### src/rtl/icache_refill_unit_if.sv
// rtl/icache_refill_unit_if.sv - icache refill request and DRAM word-read bundle
`ifndef DRAM_ADDRESS_SIZE
`define DRAM_ADDRESS_SIZE 32
`endif
`ifndef DRAM_WORD_SIZE
`define DRAM_WORD_SIZE 32
`endif
`ifndef DRAM_BLOCK_SIZE
`define DRAM_BLOCK_SIZE 4
`endif

interface icache_refill_unit_if #(
  parameter int ADDR_W      = `DRAM_ADDRESS_SIZE,
  parameter int WORD_W      = `DRAM_WORD_SIZE,
  parameter int BLOCK_WORDS = `DRAM_BLOCK_SIZE
);
  logic [ADDR_W-1:0]                   mem_address;
  logic                                mem_valid;
  logic [BLOCK_WORDS-1:0][WORD_W-1:0]  mem_data;
  logic                                mem_ready;
  logic [ADDR_W-1:0]                   dram_addr;
  logic                                dram_req;
  logic [WORD_W-1:0]                   dram_rdata;
  logic                                dram_ack;
  logic                                busy;

  modport slave (
    input  mem_address, mem_valid, dram_rdata, dram_ack,
    output mem_data, mem_ready, dram_addr, dram_req, busy
  );

  modport master (
    output mem_address, mem_valid, dram_rdata, dram_ack,
    input  mem_data, mem_ready, dram_addr, dram_req, busy
  );
endinterface

### src/rtl/icache_refill_unit.sv
// rtl/icache_refill_unit.sv - fetches one cache block word by word from DRAM
// Abortable refill: a new request mid-block drains the outstanding word, then restarts.
`ifndef DRAM_ADDRESS_SIZE
`define DRAM_ADDRESS_SIZE 32
`endif
`ifndef DRAM_WORD_SIZE
`define DRAM_WORD_SIZE 32
`endif
`ifndef DRAM_BLOCK_SIZE
`define DRAM_BLOCK_SIZE 4
`endif

module icache_refill_unit #(
  parameter int ADDR_W      = `DRAM_ADDRESS_SIZE,
  parameter int WORD_W      = `DRAM_WORD_SIZE,
  parameter int BLOCK_WORDS = `DRAM_BLOCK_SIZE
) (
  input  logic                clk,
  input  logic                reset,
  icache_refill_unit_if.slave bus
);
  localparam int CNT_W = $clog2(BLOCK_WORDS);
  localparam int OFF_W = CNT_W + 2;
  localparam logic [ADDR_W-1:0] OFF_MASK = ADDR_W'((64'd1 << OFF_W) - 64'd1);
  localparam logic [CNT_W-1:0]  LAST_CNT = CNT_W'(BLOCK_WORDS - 1);

  typedef enum logic [1:0] {IDLE, FETCH, DRAIN, DONE} state_t;

  state_t                             state_q, state_d;
  logic [ADDR_W-1:0]                  base_q, base_d;
  logic [ADDR_W-1:0]                  pend_q, pend_d;
  logic [CNT_W-1:0]                   cnt_q, cnt_d;
  logic [BLOCK_WORDS-1:0][WORD_W-1:0] buf_q, buf_d;
  logic [BLOCK_WORDS-1:0][WORD_W-1:0] data_q, data_d;
  logic                               ready_q, ready_d;
  logic                               req_q, req_d;
  logic [ADDR_W-1:0]                  addr_q, addr_d;
  logic                               busy_q;

  logic [ADDR_W-1:0] req_base;
  logic [ADDR_W-1:0] start_base;
  logic [CNT_W-1:0]  cnt_inc;

  assign req_base   = bus.mem_address & ~OFF_MASK;
  // A request seen this edge always beats an older pending one.
  assign start_base = bus.mem_valid ? req_base : pend_q;
  assign cnt_inc    = cnt_q + 1'b1;

  always_comb begin
    state_d = state_q;
    base_d  = base_q;
    pend_d  = pend_q;
    cnt_d   = cnt_q;
    buf_d   = buf_q;
    data_d  = data_q;
    ready_d = 1'b0;
    req_d   = req_q;
    addr_d  = addr_q;
    case (state_q)
      IDLE, DONE: begin
        req_d   = 1'b0;
        state_d = IDLE;
        if (bus.mem_valid) begin
          base_d  = start_base;
          cnt_d   = '0;
          addr_d  = start_base;
          req_d   = 1'b1;
          state_d = FETCH;
        end
      end
      FETCH: begin
        if (bus.dram_ack && bus.mem_valid) begin
          base_d = start_base;
          cnt_d  = '0;
          addr_d = start_base;
        end else if (bus.dram_ack) begin
          buf_d[cnt_q] = bus.dram_rdata;
          if (cnt_q == LAST_CNT) begin
            data_d  = buf_d;
            ready_d = 1'b1;
            req_d   = 1'b0;
            state_d = DONE;
          end else begin
            cnt_d  = cnt_inc;
            addr_d = base_q | ADDR_W'({cnt_inc, 2'b00});
          end
        end else if (bus.mem_valid) begin
          pend_d  = req_base;
          state_d = DRAIN;
        end
      end
      DRAIN: begin
        if (bus.dram_ack) begin
          base_d  = start_base;
          pend_d  = '0;
          cnt_d   = '0;
          addr_d  = start_base;
          state_d = FETCH;
        end else if (bus.mem_valid) begin
          pend_d = req_base;
        end
      end
      default: state_d = IDLE;
    endcase
  end

  always_ff @(posedge clk or negedge reset) begin
    if (!reset) begin
      state_q <= IDLE;
      base_q  <= '0;
      pend_q  <= '0;
      cnt_q   <= '0;
      buf_q   <= '0;
      data_q  <= '0;
      ready_q <= 1'b0;
      req_q   <= 1'b0;
      addr_q  <= '0;
      busy_q  <= 1'b0;
    end else begin
      state_q <= state_d;
      base_q  <= base_d;
      pend_q  <= pend_d;
      cnt_q   <= cnt_d;
      buf_q   <= buf_d;
      data_q  <= data_d;
      ready_q <= ready_d;
      req_q   <= req_d;
      addr_q  <= addr_d;
      busy_q  <= (state_d != IDLE);
    end
  end

  assign bus.mem_data  = data_q;
  assign bus.mem_ready = ready_q;
  assign bus.dram_req  = req_q;
  assign bus.dram_addr = addr_q;
  assign bus.busy      = busy_q;
endmodule
### src/flat_wrapper.sv
// flat-port wrapper written by rule: the top's interface ports become plain ports
module icache_refill_unit_flat 
#(
  parameter int ADDR_W      = `DRAM_ADDRESS_SIZE,
  parameter int WORD_W      = `DRAM_WORD_SIZE,
  parameter int BLOCK_WORDS = `DRAM_BLOCK_SIZE
)
  (clk, reset, bus_mem_address, bus_mem_valid, bus_dram_rdata, bus_dram_ack, bus_mem_data, bus_mem_ready, bus_dram_addr, bus_dram_req, bus_busy);
  icache_refill_unit_if #(.ADDR_W(ADDR_W), .WORD_W(WORD_W), .BLOCK_WORDS(BLOCK_WORDS)) bus_i ();
  input  logic clk;
  input  logic reset;
  input wire logic [$bits(bus_i.mem_address)-1:0] bus_mem_address;
  input wire logic [$bits(bus_i.mem_valid)-1:0] bus_mem_valid;
  input wire logic [$bits(bus_i.dram_rdata)-1:0] bus_dram_rdata;
  input wire logic [$bits(bus_i.dram_ack)-1:0] bus_dram_ack;
  output wire logic [$bits(bus_i.mem_data)-1:0] bus_mem_data;
  output wire logic [$bits(bus_i.mem_ready)-1:0] bus_mem_ready;
  output wire logic [$bits(bus_i.dram_addr)-1:0] bus_dram_addr;
  output wire logic [$bits(bus_i.dram_req)-1:0] bus_dram_req;
  output wire logic [$bits(bus_i.busy)-1:0] bus_busy;
  assign bus_i.mem_address = bus_mem_address;
  assign bus_i.mem_valid = bus_mem_valid;
  assign bus_i.dram_rdata = bus_dram_rdata;
  assign bus_i.dram_ack = bus_dram_ack;
  assign bus_mem_data = bus_i.mem_data;
  assign bus_mem_ready = bus_i.mem_ready;
  assign bus_dram_addr = bus_i.dram_addr;
  assign bus_dram_req = bus_i.dram_req;
  assign bus_busy = bus_i.busy;
  icache_refill_unit #(.ADDR_W(ADDR_W), .WORD_W(WORD_W), .BLOCK_WORDS(BLOCK_WORDS)) u_core (.clk(clk), .reset(reset), .bus(bus_i));
endmodule
### config.mk
export PLATFORM = sky130hd
export DESIGN_NAME = icache_refill_unit_flat
export DESIGN_NICKNAME = d
export VERILOG_FILES = /design/src/rtl/icache_refill_unit_if.sv /design/src/rtl/icache_refill_unit.sv /design/src/flat_wrapper.sv
export SDC_FILE = /design/constraint.sdc
export NUM_CORES = 1
export LEC_CHECK = 0
export BUFFER_PORTS_ARGS = -buffer_cell sky130_fd_sc_hd__buf_2
export CORE_MARGIN = 2
export CORE_UTILIZATION = 55
export CTS_CLUSTER_SIZE = 16
export DETAILED_ROUTE_END_ITERATION = 12
export MAX_ROUTING_LAYER = met4
export PLACE_DENSITY = 0.79
export SLEW_MARGIN = 20
export SYNTH_ARGS = -nofsm -noshare
export SYNTH_HDL_FRONTEND = slang
export SYNTH_SLANG_ARGS = --single-unit
### constraint.sdc
create_clock -name clk -period 5.7 [get_ports clk]
set_clock_uncertainty 0.2 [all_clocks]
set_input_delay 0.855 -clock clk [delete_from_list [all_inputs] [get_ports clk]]
set_output_delay 0.855 -clock clk [all_outputs]
set_load 0.01 [all_outputs]
==> results of run 1 <==
==> worst paths after layout <==
| check | from | cells after the start | end | slack (ns) |
|---|---|---|---|---|
| setup / recovery | u_core.state_q[1] | 5 | u_core.buf_q[44] | 2.74 |
| hold / removal | reset | 1 | u_core.bus.mem_data[47] | 0.16 |
| setup reg to reg | u_core.state_q[1] | 5 | u_core.buf_q[44] | 2.74 |
| hold reg to reg | u_core.bus.mem_data[98] | 2 | u_core.bus.mem_data[98] | 0.27 |
| max in group asynchronous | reset | 2 | u_core.pend_q[13] | 3.92 |
| min in group clk | u_core.bus.mem_data[98] | 2 | u_core.bus.mem_data[98] | 0.27 |
==> state kept, by name, indices dropped and copies added (netlist names) <==
register,cells
u_core.bus.dram_addr,32
u_core.state_q,2
u_core.buf_q,96
u_core.cnt_q,2
u_core.base_q,32
u_core.bus.mem_data,128
u_core.bus.mem_ready,1
u_core.pend_q,32
u_core.bus.dram_req,1
u_core.bus.busy,1
==> power by group <==
part,total (uW),internal (uW),switching [uW]
sequential,3660,3220,435
combinational,2980,1460,1520
clock,2160,1290,868
==> Yosys cell counts, types with 2 or more instances <==
master	instances	area (um^2)
dfrtp_1	327	8180
nand2_1	198	743
mux2_2	109	1230
mux2i_1	101	1010
o21ai_0	99	495
mux2_1	97	1090
buf_2	38	190
a32o_1	28	280
clkbuf_1	23	86.3
nor2b_1	10	62.6
mux2_4	9	135
inv_1	7	26.3
nor2_1	7	26.3
buf_1	6	22.5
buf_6	6	67.6
ha_1	6	75.1
a21oi_1	3	15.0
buf_4	3	22.5
nand3b_1	2	15.0
o2111ai_1	2	17.5
o2bb2ai_1	2	17.5
==> worst max-delay path: stages (launching register included) <==
cell	delay (ns)
dfrtp_1	0.41
inv_1	0.07
ha_1	0.63
and3b_1	0.34
nand2_2	0.60
mux2_1	0.57
==> per-stage QoR <==
step | area, um^2 | setup WS (ns) | instances | power (uW)
finish | 16300 | 2.74 | 1650 | 8790
global route | 16300 | 2.53 | 1650 | 9330
CTS | 16300 | 2.70 | 1648 | 8890
detailed placement | 15200 | 2.69 | 1589 | 6700
global placement | 15200 | 2.69 | 1589 | 6550
floorplan | 13900 | 3.33 | 1097 | 5740
==> area by class of cell <==
type	instances	share of cell area (%)
clock inverter	10	0.460
inverter	8	0.184
timing repair buffer	238	7.69
multi-input combinational	686	32.8
antenna	2	0.0306
tap	330	2.53
clock buffer	49	6.25
sequential	327	50.1
==> cell families after synthesis <==
kind of cell / count (synthesis)
compound gates: 142
fa+ha+maj: 6
simple gates: 222
mux: 316
buf+inv: 84
flops: 327
==> per-layer routing <==
layer / vias to the layer above / wire length, um / share of wire [%]
li1: 4226 / - / -
met1: 4495 / 13500 / 45
met2: 222 / 14000 / 47
met3: 52 / 1590 / 5.3
met4: 0 / 728 / 2.4
met5: - / 0 / 0
==> impl_metrics.py, run 1 <==
metrics = {
    "status": {
        "status": "completed",
    },
    "clock_network": {
        "root_buffer": "clkbuf_16",
        "ctsResizeCount": 0,
        "cts_sinks": 327,
        "h-tree-depth": 2,
        "postCtsSetupBuffers": 0,
        "tritoncts": "done",
        "numCtsBuffers": 35,
        "ctsHoldBuffers": 0,
        "clk_pin_slew_ns": 0.06,
        "cts_max_path_buffers": 3,
        "clk-insertion-delay-late_ns": 0.49,
    },
    "global_routing": {
        "antenna_found_initial": 2,
        "grt_pass1_vias": 9038,
        "grt_util_met3_pct": 4.60,
        "grt_pass1_wl_mm": 47.7,
        "met1_usage_pct": 30.8,
        "grt-ovfl-total": 0,
        "top_usage_layer": "met2",
        "grt_use_total_pct": 23.2,
        "use_met2_pct": 36.4,
        "grt_max_degree": 227,
    },
    "setup_path": {
        "critical_path_class": "flop to flop",
        "crit_path_max_fanout": 32,
        "critical_path.startpoint_type": "flop",
        "crit_arrival_ns": 3.13,
        "endpoint_kind": "flop",
        "cp.required_ns": 5.87,
    },
    "finish": {
        "final_nets": 1370,
        "drive_above_1_share_pct": 31.7,
        "nFillCells": 1920,
        "layout_common_cells": "dfrtp_1 (327), buf_2 (225), nand2_1 (195)",
        "multi_input_area_mm2": 0.00535,
        "final_util_pct": 65.2,
        "areaGrowthSynthToFinish_pct": 17.3,
        "seq_area_mm2": 0.00818,
        "mostFrequentLayoutCell": "dfrtp_1",
    },
    "job": {
        "maxCapViolations": 0,
    },
    "synthesis": {
        "synthMuxAreaShare_pct": 24.9,
        "synth-seq-area-share_pct": 58.7,
        "synthXorXnorAreaFrac_pct": 0,
        "synth-adder-area-share_pct": 0.539,
        "ys_ff_latch": 327,
        "ys.flop_type": "dfrtp_1",
        "synth-simple-area-share_pct": 6.35,
        "synth_cells": 1097,
        "synth_edf_count": 0,
        "ys_types": 35,
        "avgSynthCellArea_um2": 12.7,
        "syn_area_mm2": 0.0139,
        "ys_warn_count": 0,
        "syn_nets": 1171,
        "synth_compound_area_share_pct": 6.48,
        "async_flop_share_pct": 100,
        "synth_top_family_by_area": "multiplexers",
    },
    "sta": {
        "period_minus_slack_ns": 2.96,
        "finalMaxSlewViolations": 0,
        "tightest_slew_ns": 1.11,
        "whs_ns": 0.164,
        "setup_viol": 0,
        "tns_ns": 0,
        "max-slew-margin-rel_pct": 26.2,
        "hold_viol": 0,
        "fmax_mhz": 338,
        "rsz0062_at_grt": "no",
        "post-route-period-util_pct": 51.9,
    },
    "floorplanning": {
        "io_pins": 231,
        "die_x_um": 163,
        "dieArea_mm2": 0.0266,
        "initial_core_util_pct": 55.6,
        "num_rows": 58,
        "die_h_um": 163,
        "design.core.area_mm2": 0.0250,
    },
    "pwr": {
        "p_per_area_mw_per_mm2": 538,
        "ir_drop_mv": 0.310,
        "p_leak_uw": 0.00821,
    },
    "route": {
        "wirelength_mm": 29.8,
        "wire_per_inst_um": 18.0,
        "drt_iter0_markers": 666,
        "vias": 8995,
        "remaining_drc_errors": 0,
        "routed_via_density": 5.45,
        "ant_nets": 0,
        "first_pass_iters": 4,
    },
    "worst_hold_path": {
        "hold_class": "input port to async pin",
    },
    "place": {
        "hpwl_mm": 18.2,
        "gp_congestion": 0.841,
        "portBuffers": 226,
    },
}
Power figures use the tool's default switching activity.
==> run 2: changes to the inputs <==
--- a/config.mk
+++ b/config.mk
@@ -7,11 +7,11 @@
 export LEC_CHECK = 0
 export BUFFER_PORTS_ARGS = -buffer_cell sky130_fd_sc_hd__buf_2
 export CORE_MARGIN = 2
-export CORE_UTILIZATION = 55
+export CORE_UTILIZATION = 51
 export CTS_CLUSTER_SIZE = 16
 export DETAILED_ROUTE_END_ITERATION = 12
 export MAX_ROUTING_LAYER = met4
-export PLACE_DENSITY = 0.79
+export PLACE_DENSITY = 0.77
 export SLEW_MARGIN = 20
 export SYNTH_ARGS = -nofsm -noshare
 export SYNTH_HDL_FRONTEND = slang
==> constraint.sdc (replaced) <==
create_clock -name clk -period 2.6 [get_ports clk]
set_clock_uncertainty 0.2 [all_clocks]
set_input_delay 0.39 -clock clk [delete_from_list [all_inputs] [get_ports clk]]
set_output_delay 0.39 -clock clk [all_outputs]
set_load 0.01 [all_outputs]
==> impl_metrics.py, run 2 (synthesis gave the netlist of run 1 again) <==
metrics = {
    "setup_path": {
        "r2r_setup_slack_ns": 0.37,
        "r2r_cells": 6,
        "r2r-start": "u_core.state_q[1]",
        "critical_path_class": "flop to flop",
        "cp.required_ns": 2.82,
        "critical_path.startpoint_type": "flop",
        "crit_path_max_fanout": 17,
        "endpoint_kind": "flop",
        "rr_endpoint": "u_core.pend_q[17]",
        "crit_arrival_ns": 2.45,
    },
    "floorplanning": {
        "die_x_um": 169,
        "io_pins": 231,
        "die_h_um": 169,
        "initial_core_util_pct": 51.8,
        "dieArea_mm2": 0.0287,
        "design.core.area_mm2": 0.0269,
        "num_rows": 60,
    },
    "finish": {
        "largest_reg_flops": 128,
        "antenna_cells": 0,
        "final_nets": 1422,
        "areaGrowthSynthToFinish_pct": 21.4,
        "nFillCells": 2088,
        "final_util_pct": 62.9,
        "mostFrequentLayoutCell": "dfrtp_1",
        "layout_common_cells": "dfrtp_1 (327), buf_2 (225), nand2_1 (195)",
        "drive_above_1_share_pct": 31.4,
        "stdcell_count": 1706,
    },
    "clock_network": {
        "h-tree-depth": 2,
        "cts_max_path_buffers": 3,
        "numCtsBuffers": 35,
        "clk-insertion-delay-late_ns": 0.49,
        "clk_pin_slew_ns": 0.06,
        "ctsResizeCount": 0,
        "root_buffer": "clkbuf_16",
        "cts_sinks": 327,
        "tritoncts": "done",
    },
    "pwr": {
        "p_int_uw": 13200,
        "ir_drop_mv": 0.696,
        "pwr-share-clk_pct": 23.4,
        "net-switching-power_uw": 6170,
        "comb_power_share_pct": 35.1,
        "p_per_area_mw_per_mm2": 1140,
        "p_leak_uw": 0.00846,
        "switching_share_pct": 31.9,
        "power.share.sequential_pct": 41.5,
    },
    "worst_hold_path": {
        "hold_start": "bus_mem_address[19]",
        "worstHoldPathCells": 3,
        "hold_class": "input port to flop",
        "hold_path_end": "u_core.base_q[19]",
    },
    "place": {
        "portBuffers": 226,
        "gp_congestion": 0.775,
        "hpwl_mm": 19.4,
        "numPlacedInstances": 1619,
    },
    "job": {
        "maxCapViolations": 0,
    },
    "route": {
        "wirelength_mm": 30.4,
        "topRoutingLayerUsed": "met4",
        "wl_met2_mm": 14.8,
        "routedLengthMet1_mm": 13.4,
        "vias": 9252,
        "drt_iter0_markers": 686,
        "first_pass_iters": 5,
        "ant_nets": 0,
        "routed_via_density": 5.42,
        "dr_wl_met3_mm": 1.61,
        "wire_per_inst_um": 17.8,
        "remaining_drc_errors": 0,
    },
    "sta": {
        "rsz0062_at_grt": "no",
        "max-slew-margin-rel_pct": 56.4,
        "tightest_slew_ns": 0.654,
        "post-route-period-util_pct": 85.6,
        "fmax_mhz": 449,
        "period_minus_slack_ns": 2.23,
        "hold_viol": 0,
        "tns_ns": 0,
        "finalMaxSlewViolations": 0,
        "setup_viol": 0,
    },
    "global_routing": {
        "grt_max_degree": 75,
        "antenna_found_initial": 0,
        "grt-ovfl-total": 0,
        "grt_pass1_wl_mm": 48.9,
        "grt_use_total_pct": 21.8,
        "grt_pass1_vias": 9484,
    },
    "status": {
        "status": "completed",
    },
}
[run 2: cell types whose count changed in the layout (fill, tap and decap cells not counted), moves of 2 or more]
cell / before / now
dlygate4sd3_1: 0 / 33
buf_12: 2 / 15
clkinv_2: 9 / 2
buf_4: 10 / 16
clkbuf_1: 7 / 11
diode_2: 2 / 0
[run 2: cell type report]
cell class	count	area [um^2]	share of cell area [%]
inverter	8	30.0	0.178
tap	341	427	2.52
timing repair buffer	290	1890	11.2
clock buffer	52	1020	6.04
sequential	327	8180	48.4
clock inverter	2	10.0	0.0592
multi-input combinational	686	5350	31.6
[run 2: critical path, stage by stage, from the launching register on]
cell and delay [ns]:
dfrtp_1 0.41, inv_1 0.07, ha_1 0.26, buf_4 0.26
a21o_1 0.45, buf_4 0.33, a32o_1 0.17
[run 2: per-stage QoR]
| stage | power (uW) | instance area, um^2 | worst slack (ns) | hold WS [ns] |
|---|---|---|---|---|
| CTS | 19600 | 16900 | 0.377 | 0.0729 |
| global route | 20600 | 16900 | 0.274 | 0.0776 |
| finish | 19400 | 16900 | 0.373 | 0.0916 |
| global placement | 14600 | 15600 | 0.434 | 0.184 |
| detailed placement | 14900 | 15600 | 0.381 | 0.181 |
| floorplan | 12600 | 13900 | 0.517 | -0.106 |
[run 2: how the worst max path moves through the flow]
stage                            startpoint                        to  slack (ns)  depth (start not counted)
final                     u_core.state_q[1]         u_core.pend_q[17]        0.37                          6
after global routing      u_core.state_q[1]         u_core.pend_q[13]        0.27                          6
after floorplan           u_core.state_q[0]  u_core.bus.dram_addr[12]        0.52                          5
after CTS                 u_core.state_q[1]  u_core.bus.dram_addr[19]        0.38                          6
after detailed placement  u_core.state_q[1]  u_core.bus.dram_addr[19]        0.38                          6
after global placement    u_core.state_q[0]  u_core.bus.dram_addr[11]        0.43                          5
[run 2: what timing repair did]
item | in CTS | in global routing
hold buffers | 33 | 0
setup buffers | 0 | 0
endpoints found under the hold margin | 103 | 0
[run 2: metal layers]
layer	vias up	global-route usage [%]
met5	-	-
met4	0	5.91
met3	45	4.45
met2	218	35.5
met1	4666	28.2
li1	4323	-
[run 2: power groups by stage]
| stage | sequential, uW | clock, uW | combinational [uW] |
|---|---|---|---|
| finish | 8030 | 4530 | 6790 |
| global route | 8270 | 4860 | 7430 |
| CTS | 8030 | 4640 | 6900 |
| detailed placement | 8110 | 0 | 6830 |
| global placement | 7990 | 0 | 6620 |
| floorplan | 8310 | 0 | 4270 |
==> run 3: changes to the inputs <==
--- a/config.mk
+++ b/config.mk
@@ -12,7 +12,7 @@
 export DETAILED_ROUTE_END_ITERATION = 12
 export MAX_ROUTING_LAYER = met4
 export PLACE_DENSITY = 0.77
-export SLEW_MARGIN = 20
+export RECOVER_POWER = 25
 export SYNTH_ARGS = -nofsm -noshare
 export SYNTH_HDL_FRONTEND = slang
 export SYNTH_SLANG_ARGS = --single-unit
==> impl_metrics.py, run 3 (synthesis gave the netlist of run 1 again) <==
metrics = {
    "pwr": {
        "p_per_area_mw_per_mm2": 1150,
        "total_power_uw": 19300,
        "ir_drop_mv": 0.695,
        "p_leak_uw": 0.00843,
    },
    "status": {
        "status": "completed",
    },
    "place": {
        "numPlacedInstances": 1619,
        "dpl-instance-area_mm2": 0.0156,
        "portBuffers": 226,
        "gp_congestion": 0.775,
        "hpwl_mm": 19.4,
    },
    "sta": {
        "hold_viol": 0,
        "finalMaxSlewViolations": 0,
        "tightest_slew_ns": 1.16,
        "whs_ns": 0.0925,
        "post-route-period-util_pct": 85.6,
        "rsz0062_at_grt": "no",
        "period_minus_slack_ns": 2.23,
        "fmax_mhz": 449,
        "max-slew-margin-rel_pct": 22.9,
        "tns_ns": 0,
        "setup_viol": 0,
    },
    "floorplanning": {
        "die_h_um": 169,
        "die_x_um": 169,
        "design.core.area_mm2": 0.0269,
        "dieArea_mm2": 0.0287,
        "initial_core_util_pct": 51.8,
        "io_pins": 231,
        "num_rows": 60,
    },
    "worst_hold_path": {
        "hold_class": "input port to flop",
        "worstHoldPathCells": 3,
        "hold_start": "bus_mem_address[19]",
        "hold_path_end": "u_core.base_q[19]",
    },
    "setup_path": {
        "cp.required_ns": 2.82,
        "critical_path_class": "flop to flop",
        "crit_chain": "inv_1, ha_1, buf_4, a21o_1, buf_4, a32o_1",
        "crit_arrival_ns": 2.44,
        "rr_endpoint": "u_core.pend_q[5]",
        "r2r-start": "u_core.state_q[1]",
        "cpMostUsedCell": "buf_4",
        "endpoint_kind": "flop",
        "crit_path_max_fanout": 17,
        "critical_path.startpoint_type": "flop",
        "r2r_cells": 6,
        "crit_buf_inv": 3,
        "cpPeakStageDelay_ns": 0.45,
        "critPathTopFamily": "buffers and inverters",
        "cpMaxStageDelayCell": "a21o_1",
        "r2r_setup_slack_ns": 0.37,
    },
    "clock_network": {
        "cts_sinks": 327,
        "h-tree-depth": 2,
        "clk-insertion-delay-late_ns": 0.49,
        "clk_pin_slew_ns": 0.06,
        "tritoncts": "done",
        "root_buffer": "clkbuf_16",
        "ctsResizeCount": 0,
        "numCtsBuffers": 35,
        "cts_max_path_buffers": 3,
    },
    "global_routing": {
        "grt_use_total_pct": 21.8,
        "grt_pass1_wl_mm": 48.9,
        "antenna_found_initial": 0,
        "grt_pass1_vias": 9484,
        "grt-ovfl-total": 0,
        "grt_max_degree": 75,
    },
    "finish": {
        "largest_reg_flops": 128,
        "mostFrequentLayoutCell": "dfrtp_1",
        "antenna_cells": 0,
        "layout_common_cells": "dfrtp_1 (327), buf_2 (225), nand2_1 (195)",
        "nFillCells": 2095,
        "final_nets": 1422,
        "multi_input_area_mm2": 0.00535,
        "stdcell_count": 1706,
        "areaGrowthSynthToFinish_pct": 21.0,
        "seq_area_mm2": 0.00818,
        "drive_above_1_share_pct": 31.2,
        "final_cell_area_mm2": 0.0169,
    },
    "route": {
        "wire_per_inst_um": 17.8,
        "routed_via_density": 5.42,
        "first_pass_iters": 5,
        "vias": 9252,
        "remaining_drc_errors": 0,
        "drt_iter0_markers": 649,
        "wirelength_mm": 30.3,
        "ant_nets": 0,
    },
    "job": {
        "maxCapViolations": 0,
    },
}
==> run 3: cell count changes in the layout (fill, tap and decap cells not counted), sizes merged <==
cell    delta
buf        -6
clkbuf     +6
==> run 3: how the worst max path moves through the flow <==
stage / from / slack, ns / cells after the start / end
detailed placement: u_core.state_q[1] / 0.38 / 6 / u_core.bus.dram_addr[19]
global route: reset / 0.19 / 3 / u_core.bus.mem_data[90]
CTS: u_core.state_q[1] / 0.38 / 6 / u_core.bus.dram_addr[19]
floorplan: u_core.state_q[0] / 0.52 / 5 / u_core.bus.dram_addr[12]
global placement: u_core.state_q[0] / 0.43 / 5 / u_core.bus.dram_addr[11]
finish: u_core.state_q[1] / 0.37 / 6 / u_core.pend_q[5]
==> run 3: what timing repair did <==
item,CTS,global route
buffers inserted,0,0
hold endpoints to repair,103,0
hold buffers,33,0
==> run 3: report_power, final <==
group	switching (uW)	internal (uW)	leakage [uW]	total (uW)
Sequential	970	7060	0.00427	8030
Combinational	3350	3420	0.00366	6780
Clock	1840	2690	0.000506	4530
==> run 3: layer usage <==
metal / track usage (%) / up-vias / share of wire, % / routed length, um
li1: - / 4324 / - / -
met3: 4.45 / 45 / 5.4 / 1630
met2: 35.5 / 222 / 49 / 14800
met4: 5.91 / 0 / 2.1 / 648
met5: - / - / 0 / 0
met1: 28.2 / 4661 / 44 / 13200
==> run 3: per-stage QoR <==
step / util, % / worst slack [ns]
2_1_floorplan: - / 0.517
4_1_cts: 62.9 / 0.377
5_1_grt: 62.7 / 0.192
3_5_place_dp: 57.9 / 0.381
3_3_place_gp: 57.9 / 0.434
6_report: 62.7 / 0.374
==> run 3: cell type report <==
type                       instances  share of cell area [%]
clock buffer                      52                    6.07
inverter                           8                   0.178
tap                              341                    2.53
timing repair buffer             290                    10.9
clock inverter                     2                  0.0594
multi-input combinational        686                    31.7
sequential                       327                    48.6
==> run 3: worst reg2reg max path, delay by kind of cell (launching register included) <==
family                   cells  cell delay (ns)
buffers and inverters        3             0.66
AO/OA/AOI/OAI                2             0.63
flip-flops                   1             0.41
adder cells (fa/ha/maj)      1             0.25
